==> src/rtl/vga_timing_gen.sv <==
// Purpose: VGA raster timing generator; stage-0 coordinates/strobes plus pipelined sync/blank.
// Latency: coordinates and strobes are combinational from the counters; sync/blank lag PIPE_DEPTH pixel ticks.
// Backpressure: none; all state advances only on pix_en and holds while it is low.
module vga_timing_gen #(
    parameter int H_ACTIVE    = 640,
    parameter int H_FP        = 16,
    parameter int H_SYNC      = 96,
    parameter int H_BP        = 48,
    parameter int V_ACTIVE    = 480,
    parameter int V_FP        = 10,
    parameter int V_SYNC      = 2,
    parameter int V_BP        = 33,
    parameter bit HS_POL      = 1'b0,
    parameter bit VS_POL      = 1'b0,
    parameter int COUNT_W     = 10,
    parameter int PIPE_DEPTH  = 2,
    parameter int SCALE_SHIFT = 0,
    parameter int FRAME_W     = 8
) (
    input  logic               clk,
    input  logic               reset,
    input  logic               pix_en,
    output logic [COUNT_W-1:0] hcount,
    output logic [COUNT_W-1:0] vcount,
    output logic [COUNT_W-1:0] xcoord,
    output logic [COUNT_W-1:0] ycoord,
    output logic [COUNT_W-1:0] xcoord_s,
    output logic [COUNT_W-1:0] ycoord_s,
    output logic               coord_valid,
    output logic               line_start,
    output logic               frame_start,
    output logic [FRAME_W-1:0] frame_cnt,
    output logic               hsync,
    output logic               vsync,
    output logic               display_en,
    output logic               blank_n
);

    localparam int H_TOTAL = H_SYNC + H_BP + H_ACTIVE + H_FP;
    localparam int V_TOTAL = V_SYNC + V_BP + V_ACTIVE + V_FP;

    // Region boundaries: sync, back porch, active, front porch.
    localparam logic [COUNT_W-1:0] H_LAST    = COUNT_W'(H_TOTAL - 1);
    localparam logic [COUNT_W-1:0] V_LAST    = COUNT_W'(V_TOTAL - 1);
    localparam logic [COUNT_W-1:0] H_SYNC_C  = COUNT_W'(H_SYNC);
    localparam logic [COUNT_W-1:0] V_SYNC_C  = COUNT_W'(V_SYNC);
    localparam logic [COUNT_W-1:0] H_START_C = COUNT_W'(H_SYNC + H_BP);
    localparam logic [COUNT_W-1:0] V_START_C = COUNT_W'(V_SYNC + V_BP);
    localparam logic [COUNT_W-1:0] H_END_C   = COUNT_W'(H_SYNC + H_BP + H_ACTIVE);
    localparam logic [COUNT_W-1:0] V_END_C   = COUNT_W'(V_SYNC + V_BP + V_ACTIVE);

    logic h_last;
    logic v_last;
    logic hs_int;
    logic vs_int;
    logic h_act;
    logic v_act;

    // Bit 0 is the newest sample; the last bit drives the outputs.
    // Stored at "asserted = 1" sense so reset (all zero) means inactive.
    logic [PIPE_DEPTH-1:0] hs_pipe;
    logic [PIPE_DEPTH-1:0] vs_pipe;
    logic [PIPE_DEPTH-1:0] de_pipe;

    assign h_last = (hcount == H_LAST);
    assign v_last = (vcount == V_LAST);

    // Raster counters: horizontal wraps every line, vertical steps on the horizontal wrap.
    always_ff @(posedge clk or negedge reset) begin
        if (!reset) begin
            hcount <= '0;
            vcount <= '0;
        end else if (pix_en) begin
            hcount <= h_last ? '0 : hcount + 1'b1;
            if (h_last) begin
                vcount <= v_last ? '0 : vcount + 1'b1;
            end
        end
    end

    // Completed-frame counter, bumped on the same edge both counters wrap.
    always_ff @(posedge clk or negedge reset) begin
        if (!reset) begin
            frame_cnt <= '0;
        end else if (pix_en && h_last && v_last) begin
            frame_cnt <= frame_cnt + 1'b1;
        end
    end

    // Stage-0 region decode and active-area coordinates.
    always_comb begin
        hs_int      = (hcount < H_SYNC_C);
        vs_int      = (vcount < V_SYNC_C);
        h_act       = (hcount >= H_START_C) && (hcount < H_END_C);
        v_act       = (vcount >= V_START_C) && (vcount < V_END_C);
        coord_valid = h_act && v_act;
        xcoord      = coord_valid ? (hcount - H_START_C) : '0;
        ycoord      = coord_valid ? (vcount - V_START_C) : '0;
        xcoord_s    = xcoord >> SCALE_SHIFT;
        ycoord_s    = ycoord >> SCALE_SHIFT;
        line_start  = pix_en && (hcount == '0);
        frame_start = pix_en && (hcount == '0) && (vcount == '0);
    end

    // Delay line aligning sync/blank with the renderer's colour output.
    always_ff @(posedge clk or negedge reset) begin
        if (!reset) begin
            hs_pipe <= '0;
            vs_pipe <= '0;
            de_pipe <= '0;
        end else if (pix_en) begin
            hs_pipe <= PIPE_DEPTH'({hs_pipe, hs_int});
            vs_pipe <= PIPE_DEPTH'({vs_pipe, vs_int});
            de_pipe <= PIPE_DEPTH'({de_pipe, coord_valid});
        end
    end

    // Apply output polarity to the aligned sync pulses.
    always_comb begin
        hsync      = HS_POL ? hs_pipe[PIPE_DEPTH-1] : ~hs_pipe[PIPE_DEPTH-1];
        vsync      = VS_POL ? vs_pipe[PIPE_DEPTH-1] : ~vs_pipe[PIPE_DEPTH-1];
        display_en = de_pipe[PIPE_DEPTH-1];
        blank_n    = de_pipe[PIPE_DEPTH-1];
    end

endmodule

==> config.mk <==
export PLATFORM = sky130hd
export DESIGN_NAME = vga_timing_gen
export DESIGN_NICKNAME = d
export VERILOG_FILES = /design/src/rtl/vga_timing_gen.sv
export SDC_FILE = /design/constraint.sdc
export NUM_CORES = 1
export LEC_CHECK = 0
export CORE_UTILIZATION = 52
export CTS_BUF_LIST = sky130_fd_sc_hd__clkbuf_4 sky130_fd_sc_hd__clkbuf_8
export DETAILED_ROUTE_END_ITERATION = 6
export HOLD_SLACK_MARGIN = 0.12
export PLACE_DENSITY = 0.89
export SLEW_MARGIN = 15
export SYNTH_ARGS = -nofsm -noshare
export SYNTH_HDL_FRONTEND = slang
export SYNTH_SLANG_ARGS = --single-unit
==> constraint.sdc <==
create_clock -name clk -period 6.1 [get_ports clk]
set_clock_uncertainty 0.05 [all_clocks]
set_input_delay 1.22 -clock clk [delete_from_list [all_inputs] [get_ports clk]]
set_output_delay 1.22 -clock clk [all_outputs]
set_load 0.1 [all_outputs]
# After elaboration in Yosys (flattened, before gate mapping)
# Index checks and enable logic that the tools add are counted.
# classes
addsub	5
order_cmp	6
n_eq_ne	2
mux	4
n_bitwise	2
n_reduce_logical	10
# ops
op	count
$mux 10	4
$add 10x1->10 const B	2
$eq 10x10->1 const B	2
$logic_not 10->1	2
$lt 10x10->1 const B	2
$ge 10x6->1 const B	1
$ge 10x8->1 const B	1
$lt 10x2->1 const B	1
$lt 10x7->1 const B	1
$sub 10x6->10 const B	1
$sub 10x8->10 const B	1
$add 8x1->8 const B	1
$logic_and 1x1->1	7
$not 1->1	2
$reduce_and 2->1	1
# totals
register_bits	34
output_inout_bits	75
word_cells	35

# Logic depth before layout (Yosys ltp)
# logic_depth
word_depth	4
ltp_mapped	8

# Worst setup path after synthesis
# No wires, ideal clock.
# synth_path
kind	register -> output
from	register hcount[0]
to	output port frame_start
t_arrival_ns	5.551
required_ns	4.830
slack_ns	-0.721
path_stages_with_launch	6
path_buffers	0
cell_sequence	dfrtp_1 inv_1 ha_1 or3b_1 nor4_1 and3_1
# synth_between
elab_chain_cells	3
# synth_rtl
item	line	rtl
start, declared	23	output logic [COUNT_W-1:0] hcount,
start signal, assigned	74	hcount <= h_last ? '0 : hcount + 1'b1;
$logic_not 10->1	--	
$logic_and 1x1->1	--	
via line_start	30	output logic line_start,
$logic_and 1x1->1	102	frame_start = pix_en && (hcount == '0) && (vcount == '0);
end, declared	31	output logic frame_start,
# The timed path passes the listed nets, and every way through them passes these cells.

# Worst setup path in the final report
# layout_path
from	register hcount[0]
to	output port ycoord[3]
# layout_between
elab_chain_cells	4
elab_cells_between_ends	5
classes_between	order compare: 2; mux: 1; reduce/logical: 2
# layout_rtl
item	line	rtl
$ge 10x8->1 / $lt 10x10->1 (equally long branches)	94	h_act = (hcount >= H_START_C) && (hcount < H_END_C);
$logic_and 1x1->1 *	94	
$logic_and 1x1->1 *	96	coord_valid = h_act && v_act;
$mux 10 *	98	ycoord = coord_valid ? (vcount - V_START_C) : '0;
end, declared	26	output logic [COUNT_W-1:0] ycoord,
# Mark *: on every way between the ends. The rest lies on a longest branch, timed or not.

==> flow_summary.json <==
{
  "synth_sequential_area_ratio": 0.356,
  "synth_top_area_cell": "sky130_fd_sc_hd__dfrtp_1",
  "outcome": "complete, no violations",
  "initial_utilization": 0.545,
  "leakagePower_uw": 0.00129,
  "muxShareOfSynthArea": 0.0178,
  "basic_gate_share_of_the_synthesized_area_counting_and_or_nand_and_nor_cells": 0.253,
  "netlist_area_um2": 2390,
  "timing.critical_path.to_type": "primary output",
  "postSynthAreaPerCell_um2": 9.30,
  "combinational_family_with_the_most_area_after_synthesis": "simple AND/OR/NAND/NOR gates",
  "floorplan.rows": 24,
  "finalWorstPathRequiredPeriod_ps": 5110,
  "antenna_left": 0,
  "drt-total-wl_um": 5420,
  "globalplace.congestion": 0.836,
  "cts.reportedPaths.clkPinSlew_ps": 70,
  "cp_data_arrival_time_ps": 3840,
  "synth_xor_area_frac": 0.0990,
  "via_count_of_the_first_global_routing_pass": 1916,
  "synth-compound-area-share": 0.101,
  "max_freq_ghz": 0.196,
  "fp.coreArea_um2": 4380,
  "globalRouteTotalUtil": 0.225,
  "timing.max_cap.violations": 0,
  "timing.final.max_slew_violations": 0,
  "dpl.hpwl_um": 3940,
  "setup_violations": 0,
  "worstHoldPathType": "register to register",
  "most_common_cell_in_the_synthesized_netlist": "sky130_fd_sc_hd__dfrtp_1",
  "synth-warning-count": 0,
  "setup_repair_after_global_routing_missed_its_margin": "no",
  "clock_root_buffer": "sky130_fd_sc_hd__clkbuf_8",
  "synth.top_cells.by_area": "sky130_fd_sc_hd__dfrtp_1, sky130_fd_sc_hd__nor3_2, sky130_fd_sc_hd__buf_4, sky130_fd_sc_hd__xor2_1, sky130_fd_sc_hd__xnor2_1",
  "yosys.area_share.adder": 0.0471,
  "critical_path.n_buffers_inverters": 3,
  "cts_buffers": 5,
  "layout_worst_path_cycle_share": 0.837,
  "grt_start_max_net_pins": 35,
  "yosysTopAreaCellShare": 0.356,
  "synth_fp_nets": 269,
  "via_count": 2066,
  "antenna-diode-count": 0,
  "die_area_um2": 4870,
  "netlist_instances": 257,
  "htree_levels": 2,
  "horiz_die_dim_um": 69.8,
  "remaining_drc_errors": 0,
  "final_net_count": 317,
  "tightest_slew_ps": 979,
  "vias_per_cell": 5.77,
  "fin_util": 0.710,
  "fin_hold_viols": 0,
  "synth-seq-cells": 34,
  "synth_cell_types": 45,
  "dpl_cell_area_um2": 3020,
  "worstPathCellList": "inv_1 -> ha_1 -> or3b_1 -> or3_1 -> a311o_1 -> buf_4 -> nor3_2 -> clkdlybuf4s50_1",
  "grt_first_pass_wirelength_um": 8940,
  "crit_type": "register to primary output",
  "worstPathMaxFanout": 15,
  "power_density_nw_per_um2": 265,
  "ios": 78,
  "drt-initial-drc-count": 114,
  "worst_hold_slack_ps": 446,
  "critPathSlowestCell": "sky130_fd_sc_hd__clkdlybuf4s50_1",
  "critical_path.top_delay_family": "buffers and inverters",
  "numPortBuffers": 77,
  "final_design_area_no_fill_um2": 3110,
  "layout-drive-gt1-share": 0.137,
  "max_slew_margin": 0.345,
  "postSynth.asyncResetShare": 1.00,
  "worst_ir_drop_vdd_mv": 0.212,
  "synth_top_flop_cell": "sky130_fd_sc_hd__dfrtp_1",
  "insertion_delay_of_the_later_clocked_pin_in_the_worst_skew_pair_ps": 290,
  "drtPass1Iterations": 4,
  "numClockSinks": 34,
  "critPathRequiredTime_ps": 4830,
  "cts.hold.buffers_added": 0,
  "synth-edff-count": 0,
  "cts_tree": "built",
  "clock_tree.buffer_depth": 2,
  "globalRouteOverflowTotal": 0,
  "post-cts-setup-buffer-count": 0,
  "grt_antenna_before_repair": 0,
  "post_cts_resize_count": 0,
  "post_synth_most_frequent_cells": "sky130_fd_sc_hd__dfrtp_1, sky130_fd_sc_hd__buf_4, sky130_fd_sc_hd__nor3_2",
  "crit_path_max_incr_delay_ps": 1170,
  "start_kind": "register",
  "detail_route.wl_per_cell_um": 15.1,
  "areaGrowthSynthToFinish_pct": 30.2,
  "dieHeight_um": 69.8,
  "setup_tns_ps": 0
}
[cell families after synthesis]
family          after synthesis
xor+xnor                     27
simple gates                 94
fa+ha+maj                     9
mux                           4
flops                        34
compound gates               36
buf+inv                      53
[registers in the layout, summed over array words and instances (netlist names)]
register / count
hcount: 10
vcount: 10
frame_cnt: 8
de_pipe: 2
hs_pipe: 2
vs_pipe: 2
[path summary, 6_finish.rpt]
path	start	to	slack, ps	depth (start not counted)
min	frame_cnt[6]	frame_cnt[6]	450	1
min in group asynchronous	reset	frame_cnt[0]	1290	2
max in group asynchronous	reset	hcount[3]	4390	2
max reg2reg	vcount[0]	de_pipe[0]	3730	5
max	hcount[0]	ycoord[3]	990	8
min reg2reg	frame_cnt[6]	frame_cnt[6]	450	1
[per-layer routing]
layer	global-route usage	wire length, um	vias to the layer above
met3	0.0378	310	10
met4	0.0844	88	0
met2	0.368	2660	87
met1	0.299	2370	990
li1	-	-	979
met5	0	0	-
[worst reg2reg max path, cell delays in order, from the launching register on]
cell	delay (ps)
sky130_fd_sc_hd__dfrtp_1	510
sky130_fd_sc_hd__ha_1	360
sky130_fd_sc_hd__o41ai_2	470
sky130_fd_sc_hd__a21oi_1	150
sky130_fd_sc_hd__a41oi_2	550
sky130_fd_sc_hd__o31ai_1	150
[stage by stage]
step	power (uW)	setup WS (ps)	instances
after floorplan	567	555	257
after global placement	641	1300	350
after detailed placement	649	1280	350
after CTS	823	999	358
after global routing	857	869	358
final	823	994	358
[cell type report]
class | instances | area, um2
inverters | 14 | 52.6
fillers | 334 | 1270
clock inverters | 1 | 5.00
multi-input cells | 170 | 1260
repair buffers | 80 | 791
flip-flops and latches | 34 | 851
well taps | 52 | 65.1
clock buffers | 7 | 90.1
[power by group]
group / switching (uW) / total, uW / internal [uW]
clock network: 81.7 / 177 / 95.5
registers: 39.9 / 286 / 246
logic: 271 / 360 / 89.0
total: 393 / 823 / 431
[cell usage in the layout (no fill, tap or decap), types with 2 or more instances in the layout]
master	netlist	layout
sky130_fd_sc_hd__nand3_1	12	12
sky130_fd_sc_hd__a21oi_1	6	6
sky130_fd_sc_hd__nor3b_2	2	3
sky130_fd_sc_hd__and3_1	3	3
sky130_fd_sc_hd__buf_4	21	4
sky130_fd_sc_hd__nand2_1	16	16
sky130_fd_sc_hd__xor2_1	14	14
sky130_fd_sc_hd__clkbuf_8	0	6
sky130_fd_sc_hd__a31oi_1	4	4
sky130_fd_sc_hd__nor3_1	9	9
sky130_fd_sc_hd__dfrtp_1	34	34
sky130_fd_sc_hd__mux2i_1	2	2
sky130_fd_sc_hd__or3_1	3	3
sky130_fd_sc_hd__xnor2_1	13	13
sky130_fd_sc_hd__clkdlybuf4s50_1	0	76
sky130_fd_sc_hd__nor2_1	9	9
sky130_fd_sc_hd__inv_1	14	14
sky130_fd_sc_hd__mux2_2	2	2
sky130_fd_sc_hd__nor4_1	7	6
sky130_fd_sc_hd__nand4_1	5	5
sky130_fd_sc_hd__ha_1	9	9
sky130_fd_sc_hd__nor3_2	18	18
sky130_fd_sc_hd__o21ai_0	12	12
sky130_fd_sc_hd__a21o_1	2	2
sky130_fd_sc_hd__nor3b_1	3	2
(Power assumes the default switching activity.)
